--- src/rtl/hazard_ctrl_unit_if.sv ---
// hazard_ctrl_unit_if: pipeline-side hazard inputs and control/counter outputs of the hazard unit.
interface hazard_ctrl_unit_if #(
    parameter int REG_AW = 4,
    parameter int CNT_W  = 16
);
    logic [15:0]       if_id_inst;
    logic              if_id_valid;
    logic              id_ex_memread;
    logic [REG_AW-1:0] id_ex_rd;
    logic              br_taken;
    logic              mem_busy;
    logic              stall;
    logic              id_flush;
    logic              if_flush;
    logic              freeze;
    logic              mem_err;
    logic [CNT_W-1:0]  stall_cnt;
    logic [CNT_W-1:0]  flush_cnt;

    modport master (
        output if_id_inst, if_id_valid, id_ex_memread, id_ex_rd, br_taken, mem_busy,
        input  stall, id_flush, if_flush, freeze, mem_err, stall_cnt, flush_cnt
    );

    modport slave (
        input  if_id_inst, if_id_valid, id_ex_memread, id_ex_rd, br_taken, mem_busy,
        output stall, id_flush, if_flush, freeze, mem_err, stall_cnt, flush_cnt
    );
endinterface

--- src/rtl/hazard_ctrl_unit.sv ---
// hazard_ctrl_unit: load-use and flag hazard detection, branch squash, memory-wait freeze FSM
// with timeout error, and saturating stall/flush performance counters.
module hazard_ctrl_unit #(
    parameter int          REG_AW        = 4,
    parameter int          FLAG_DEPTH    = 2,
    parameter logic [15:0] FLAG_OPC_MASK = 16'h0077,
    parameter int          CNT_W         = 16,
    parameter int          MEM_TIMEOUT   = 15
) (
    input logic               clk,
    input logic               rst_n,
    hazard_ctrl_unit_if.slave bus
);
    localparam int WCW = (MEM_TIMEOUT > 15) ? $clog2(MEM_TIMEOUT + 1) : 4;

    typedef enum logic [1:0] {IDLE, WAIT, ERR} state_t;

    state_t                r_state, w_next;
    logic [WCW-1:0]        r_wcnt;
    logic [FLAG_DEPTH-1:0] r_sb;
    logic [CNT_W-1:0]      r_stall_cnt, r_flush_cnt;
    logic [3:0]            w_opc;
    logic [REG_AW-1:0]     w_rs, w_rt;
    logic                  w_reading, w_load_use, w_flag_haz;
    logic                  w_freeze, w_stall, w_if_flush, w_sb_in;

    assign w_opc      = bus.if_id_inst[15:12];
    assign w_rs       = bus.if_id_inst[4 +: REG_AW];
    assign w_rt       = (w_opc[3:1] == 3'b100) ? bus.if_id_inst[8 +: REG_AW] : bus.if_id_inst[0 +: REG_AW];
    assign w_reading  = ~w_opc[3] | (w_opc[3:1] == 3'b100) | (w_opc[3:1] == 3'b110);
    assign w_load_use = bus.if_id_valid & w_reading & bus.id_ex_memread &
                        ((bus.id_ex_rd == w_rs) | (bus.id_ex_rd == w_rt));
    // Conditional branches (cond field != 111) wait for in-flight flag writers to retire
    assign w_flag_haz = bus.if_id_valid & (w_opc[3:1] == 3'b110) &
                        (bus.if_id_inst[11:9] != 3'b111) & (|r_sb);
    assign w_stall    = (w_load_use | w_flag_haz) & ~w_freeze & rst_n;
    assign w_if_flush = bus.br_taken & ~w_stall & ~w_freeze & rst_n;
    assign w_sb_in    = bus.if_id_valid & FLAG_OPC_MASK[w_opc] & ~w_stall;

    always_comb begin
        w_next   = r_state;
        w_freeze = bus.mem_busy;
        case (r_state)
            IDLE:    w_next = bus.mem_busy ? WAIT : IDLE;
            WAIT:    w_next = !bus.mem_busy ? IDLE : (r_wcnt == WCW'(MEM_TIMEOUT)) ? ERR : WAIT;
            default: begin
                w_next   = ERR;
                w_freeze = 1'b1;
            end
        endcase
    end

    always_ff @(posedge clk or negedge rst_n) begin
        if (!rst_n) begin
            r_state <= IDLE;
            r_wcnt  <= '0;
        end else begin
            r_state <= w_next;
            r_wcnt  <= (r_state == WAIT && w_next == WAIT) ? r_wcnt + 1'b1 : '0;
        end
    end

    always_ff @(posedge clk or negedge rst_n) begin
        if (!rst_n) begin
            r_sb        <= '0;
            r_stall_cnt <= '0;
            r_flush_cnt <= '0;
        end else if (!w_freeze) begin
            r_sb <= FLAG_DEPTH'({r_sb, w_sb_in});
            if (w_stall && r_stall_cnt != '1)
                r_stall_cnt <= r_stall_cnt + 1'b1;
            if (w_if_flush && r_flush_cnt != '1)
                r_flush_cnt <= r_flush_cnt + 1'b1;
        end
    end

    assign bus.stall     = w_stall;
    assign bus.id_flush  = w_stall;
    assign bus.if_flush  = w_if_flush;
    assign bus.freeze    = w_freeze;
    assign bus.mem_err   = (r_state == ERR);
    assign bus.stall_cnt = r_stall_cnt;
    assign bus.flush_cnt = r_flush_cnt;
endmodule

--- src/flat_wrapper.sv ---
// flat-port wrapper written by rule: the top's interface ports become plain ports
module hazard_ctrl_unit_flat 
#(
    parameter int          REG_AW        = 4,
    parameter int          FLAG_DEPTH    = 2,
    parameter logic [15:0] FLAG_OPC_MASK = 16'h0077,
    parameter int          CNT_W         = 16,
    parameter int          MEM_TIMEOUT   = 15
)
  (clk, rst_n, bus_if_id_inst, bus_if_id_valid, bus_id_ex_memread, bus_id_ex_rd, bus_br_taken, bus_mem_busy, bus_stall, bus_id_flush, bus_if_flush, bus_freeze, bus_mem_err, bus_stall_cnt, bus_flush_cnt);
  hazard_ctrl_unit_if #(.REG_AW(REG_AW), .CNT_W(CNT_W)) bus_i ();
  input logic clk;
  input logic rst_n;
  input wire logic [$bits(bus_i.if_id_inst)-1:0] bus_if_id_inst;
  input wire logic [$bits(bus_i.if_id_valid)-1:0] bus_if_id_valid;
  input wire logic [$bits(bus_i.id_ex_memread)-1:0] bus_id_ex_memread;
  input wire logic [$bits(bus_i.id_ex_rd)-1:0] bus_id_ex_rd;
  input wire logic [$bits(bus_i.br_taken)-1:0] bus_br_taken;
  input wire logic [$bits(bus_i.mem_busy)-1:0] bus_mem_busy;
  output wire logic [$bits(bus_i.stall)-1:0] bus_stall;
  output wire logic [$bits(bus_i.id_flush)-1:0] bus_id_flush;
  output wire logic [$bits(bus_i.if_flush)-1:0] bus_if_flush;
  output wire logic [$bits(bus_i.freeze)-1:0] bus_freeze;
  output wire logic [$bits(bus_i.mem_err)-1:0] bus_mem_err;
  output wire logic [$bits(bus_i.stall_cnt)-1:0] bus_stall_cnt;
  output wire logic [$bits(bus_i.flush_cnt)-1:0] bus_flush_cnt;
  assign bus_i.if_id_inst = bus_if_id_inst;
  assign bus_i.if_id_valid = bus_if_id_valid;
  assign bus_i.id_ex_memread = bus_id_ex_memread;
  assign bus_i.id_ex_rd = bus_id_ex_rd;
  assign bus_i.br_taken = bus_br_taken;
  assign bus_i.mem_busy = bus_mem_busy;
  assign bus_stall = bus_i.stall;
  assign bus_id_flush = bus_i.id_flush;
  assign bus_if_flush = bus_i.if_flush;
  assign bus_freeze = bus_i.freeze;
  assign bus_mem_err = bus_i.mem_err;
  assign bus_stall_cnt = bus_i.stall_cnt;
  assign bus_flush_cnt = bus_i.flush_cnt;
  hazard_ctrl_unit #(.REG_AW(REG_AW), .FLAG_DEPTH(FLAG_DEPTH), .FLAG_OPC_MASK(FLAG_OPC_MASK), .CNT_W(CNT_W), .MEM_TIMEOUT(MEM_TIMEOUT)) u_core (.clk(clk), .rst_n(rst_n), .bus(bus_i));
endmodule
--- config.mk ---
export PLATFORM = sky130hd
export DESIGN_NAME = hazard_ctrl_unit_flat
export DESIGN_NICKNAME = d
export VERILOG_FILES = /design/src/rtl/hazard_ctrl_unit_if.sv /design/src/rtl/hazard_ctrl_unit.sv /design/src/flat_wrapper.sv
export SDC_FILE = /design/constraint.sdc
export NUM_CORES = 1
export LEC_CHECK = 0
export ABC_CLOCK_PERIOD_IN_PS = 3100
export BUFFER_PORTS_ARGS = -buffer_cell sky130_fd_sc_hd__buf_4
export CAP_MARGIN = 15
export CELL_PAD_IN_SITES_DETAIL_PLACEMENT = 0
export CELL_PAD_IN_SITES_GLOBAL_PLACEMENT = 1
export CORE_MARGIN = 2
export CORE_UTILIZATION = 39
export CTS_CLUSTER_SIZE = 30
export DETAILED_ROUTE_END_ITERATION = 10
export PLACE_DENSITY_LB_ADDON = 0.1
export SLEW_MARGIN = 20
export SYNTH_ARGS = -nofsm -noshare
export SYNTH_HDL_FRONTEND = slang
export SYNTH_SLANG_ARGS = --single-unit
export TNS_END_PERCENT = 100
--- constraint.sdc ---
create_clock -name clk -period 3.1 [get_ports clk]
set_input_delay 0.62 -clock clk [delete_from_list [all_inputs] [get_ports clk]]
set_output_delay 0.62 -clock clk [all_outputs]
set_load 0.01 [all_outputs]
==> metrics.txt <==
Max-slew headroom=61.29%; clock power share=35.2%; via count=1858; crit-path cells=buf_4 > or3b_4 > a2111oi_4 > nor2_1 > o31a_1 > nor2_1 > buf_4; PortBufs=62; vias per cell=5.161; Slowest Stage Delay on Critical Path=410 ps; mapped cell area=0.002255 sq mm; DIE WIDTH=80.04 um; sequential power share=46.8%; Hold WC Path Type=in2async; Power Total=1321 uW; Die Ht=80.04 um; final setup fails=0; critical path class=in2out; Clock Path Buffers=2; internal power=977.1 uW; Total Wirelength=4864 um; Worst-Margin Slew=579.5 ps; Clock Skew=5.242 ps; RSZ-0062 raised after global routing=false; period utilization=92.17%; vias in the first global route=1842; Fin Hold WS=398.1 ps; # IOs=63; H-tree levels=2; status=completed; Worst setup EP type=output pin; # diodes=0; post-route ant nets=0; DIE AREA=0.006406 sq mm; Setup TNS=0 ps; highest clock rate=0.3500 GHz; sw frac=26.04%; sequential share of the synthesized area=44.40%; syn avg cell area=10.25 sq um; top-count cell post-synth=dfrtp_1; Initial Util=40.70%; Synth async-reset ratio=100.0%; YS warnings=0; P&R area growth vs syn=29.86%; share of cells above drive strength 1=31.94%; GRT Total Usage=16.53%; Combinational Power Share=18.1%; clock sink count=40; Hold Buf Count CTS=0; synth cell count leaders=40 x dfrtp_1, 22 x xor2_1, 16 x nand3_1; CTS tree=yes; first-pass GRT wire length=8418 um; row cnt=27; Slew Limit Fails=0; number of synthesized register bits=40; core box area=0.005540 sq mm; VDD IR max=251.9 uV; CP Launch Type=input port; Syn Inst Count=220; Worst-path clk slew=80 ps; Worst Path Buf+Inv=2; clk_lat worst skew=290 ps; CTS root buffer=clkbuf_8; Cell Pwr Density=451.3 mW/mm^2; Multi-input gate area=0.001181 sq mm; largest net degree at the start of global routing=41; Synth area leader=dfrtp_1; synth unique cells=45; Tmin final=2857 ps; CP max-delay cell=or3b_4; Resized cells post-CTS=0; number of flops mapped to enable cells by yosys=0; most common flop cell mapped by yosys=dfrtp_1; Reg area=0.001001 sq mm; grt total ovfl=0; initial antenna violation count=0; drt wl/cell=13.51 um; Synth top area share=44.40%; DRT Pass-1 Iters=4; critical path's top delay family=simple AND/OR/NAND/NOR gates; Data arrival, critical path=2240 ps; Post-CTS Setup Bufs=0; total leakage power=0.001420 uW; Net Sw Power=344.1 uW; Final Net Count=316; DP Wirelength=3632 um; Worst Path Required=2480 ps; GPL Wtd Cong=0.8300; Syn Nets=249; Initial DRC Count=88; fillers=549; Max-cap violations=0; drt drc=0; top post-synthesis cells by area=dfrtp_1 44%, xor2_1 8.5%, xnor2_1 5.4%; total CTS buffers=5; Final Hold Viols=0; Crit Path Max Fanout=3
## area by class of cell
| cell class | instances | share of cell area (%) |
|---|---|---|
| clock buffers | 7 | 3.291 |
| clock inverters | 1 | 1.026 |
| inverters | 7 | 0.8974 |
| multi-input cells | 166 | 40.34 |
| flip-flops and latches | 40 | 34.19 |
| well taps | 72 | 3.077 |
| repair buffers | 67 | 17.18 |
## cells in the final DEF, fill, tap and decap left out, types with 5 or more instances in the layout
master and instances:
xor2_1 22, inv_1 7, nor3_2 7, nor2_1 15, and3_1 10, nand4_1 14, a21oi_1 5, nand3_1 16
buf_4 67, dfrtp_1 40, xnor2_1 14, nand2_1 12, nor2b_1 8, clkbuf_8 7, nor3_1 6
## power by group through the flow
stage                     clock [uW]  combinational [uW]  sequential [uW]
after CTS                        476                 243              620
after floorplan                    0                97.5              638
final                            464                 239              618
after global routing             502                 269              628
after global placement             0                 242              629
after detailed placement           0                 243              630
## cell families after synthesis
kind of cell               Yosys count  share of synthesized area [%]
AOI/OAI and AO/OA                   16                          5.938
xor gates and xnor gates            36                          13.98
adders and majority gates            3                          1.665
buffers and inverters               14                          3.219
DFF                                 40                          44.40
muxes                                4                          1.942
and+or+nand+nor                    107                          28.86
## through the flow
stage | cells | utilization [%] | setup WS, ps | instance area [sq um]
final | 360 | 52.85 | 242.7 | 2928
after global routing | 360 | 52.85 | 116.1 | 2928
after CTS | 360 | 52.85 | 234.5 | 2928
after detailed placement | 352 | 50.56 | 245.5 | 2801
after global placement | 352 | 50.56 | 241.5 | 2801
after floorplan | 220 | - | 52.54 | 2255
## worst paths after layout
check                                                          from                                   end  slack (ps)  cells after the start
min in group clk                         u_core.r_wcnt[0]$_DFF_PN0_            u_core.r_wcnt[0]$_DFF_PN0_         480                      1
max in group asynchronous                                     rst_n  u_core.bus.flush_cnt[12]$_DFFE_PN0P_        2340                      2
worst min register to register           u_core.r_wcnt[0]$_DFF_PN0_            u_core.r_wcnt[0]$_DFF_PN0_         480                      1
worst min-delay path                                          rst_n            u_core.r_wcnt[0]$_DFF_PN0_         400                      2
worst max register to register  u_core.bus.stall_cnt[0]$_DFFE_PN0P_   u_core.bus.stall_cnt[1]$_DFFE_PN0P_         860                      6
worst max-delay path                             bus_if_id_inst[14]                          bus_id_flush         240                      7
## state kept, by name, summed over array words and instances (netlist names)
register and flops:
u_core.bus.flush_cnt 16, u_core.r_state 2, u_core.r_wcnt 4, u_core.bus.stall_cnt 16
u_core.r_sb 2
## layer usage
| layer | up-vias | global-route usage [%] | wire, um | part of all wire (%) |
|---|---|---|---|---|
| li1 | 912 | - | - | - |
| met1 | 877 | 22.74 | 2339 | 48 |
| met2 | 61 | 25.33 | 2133 | 44 |
| met3 | 8 | 3.733 | 308 | 6.3 |
| met4 | 0 | 6.102 | 82 | 1.7 |
| met5 | - | 0 | 0 | 0 |
No activity file was read; power rests on OpenSTA's default activity.
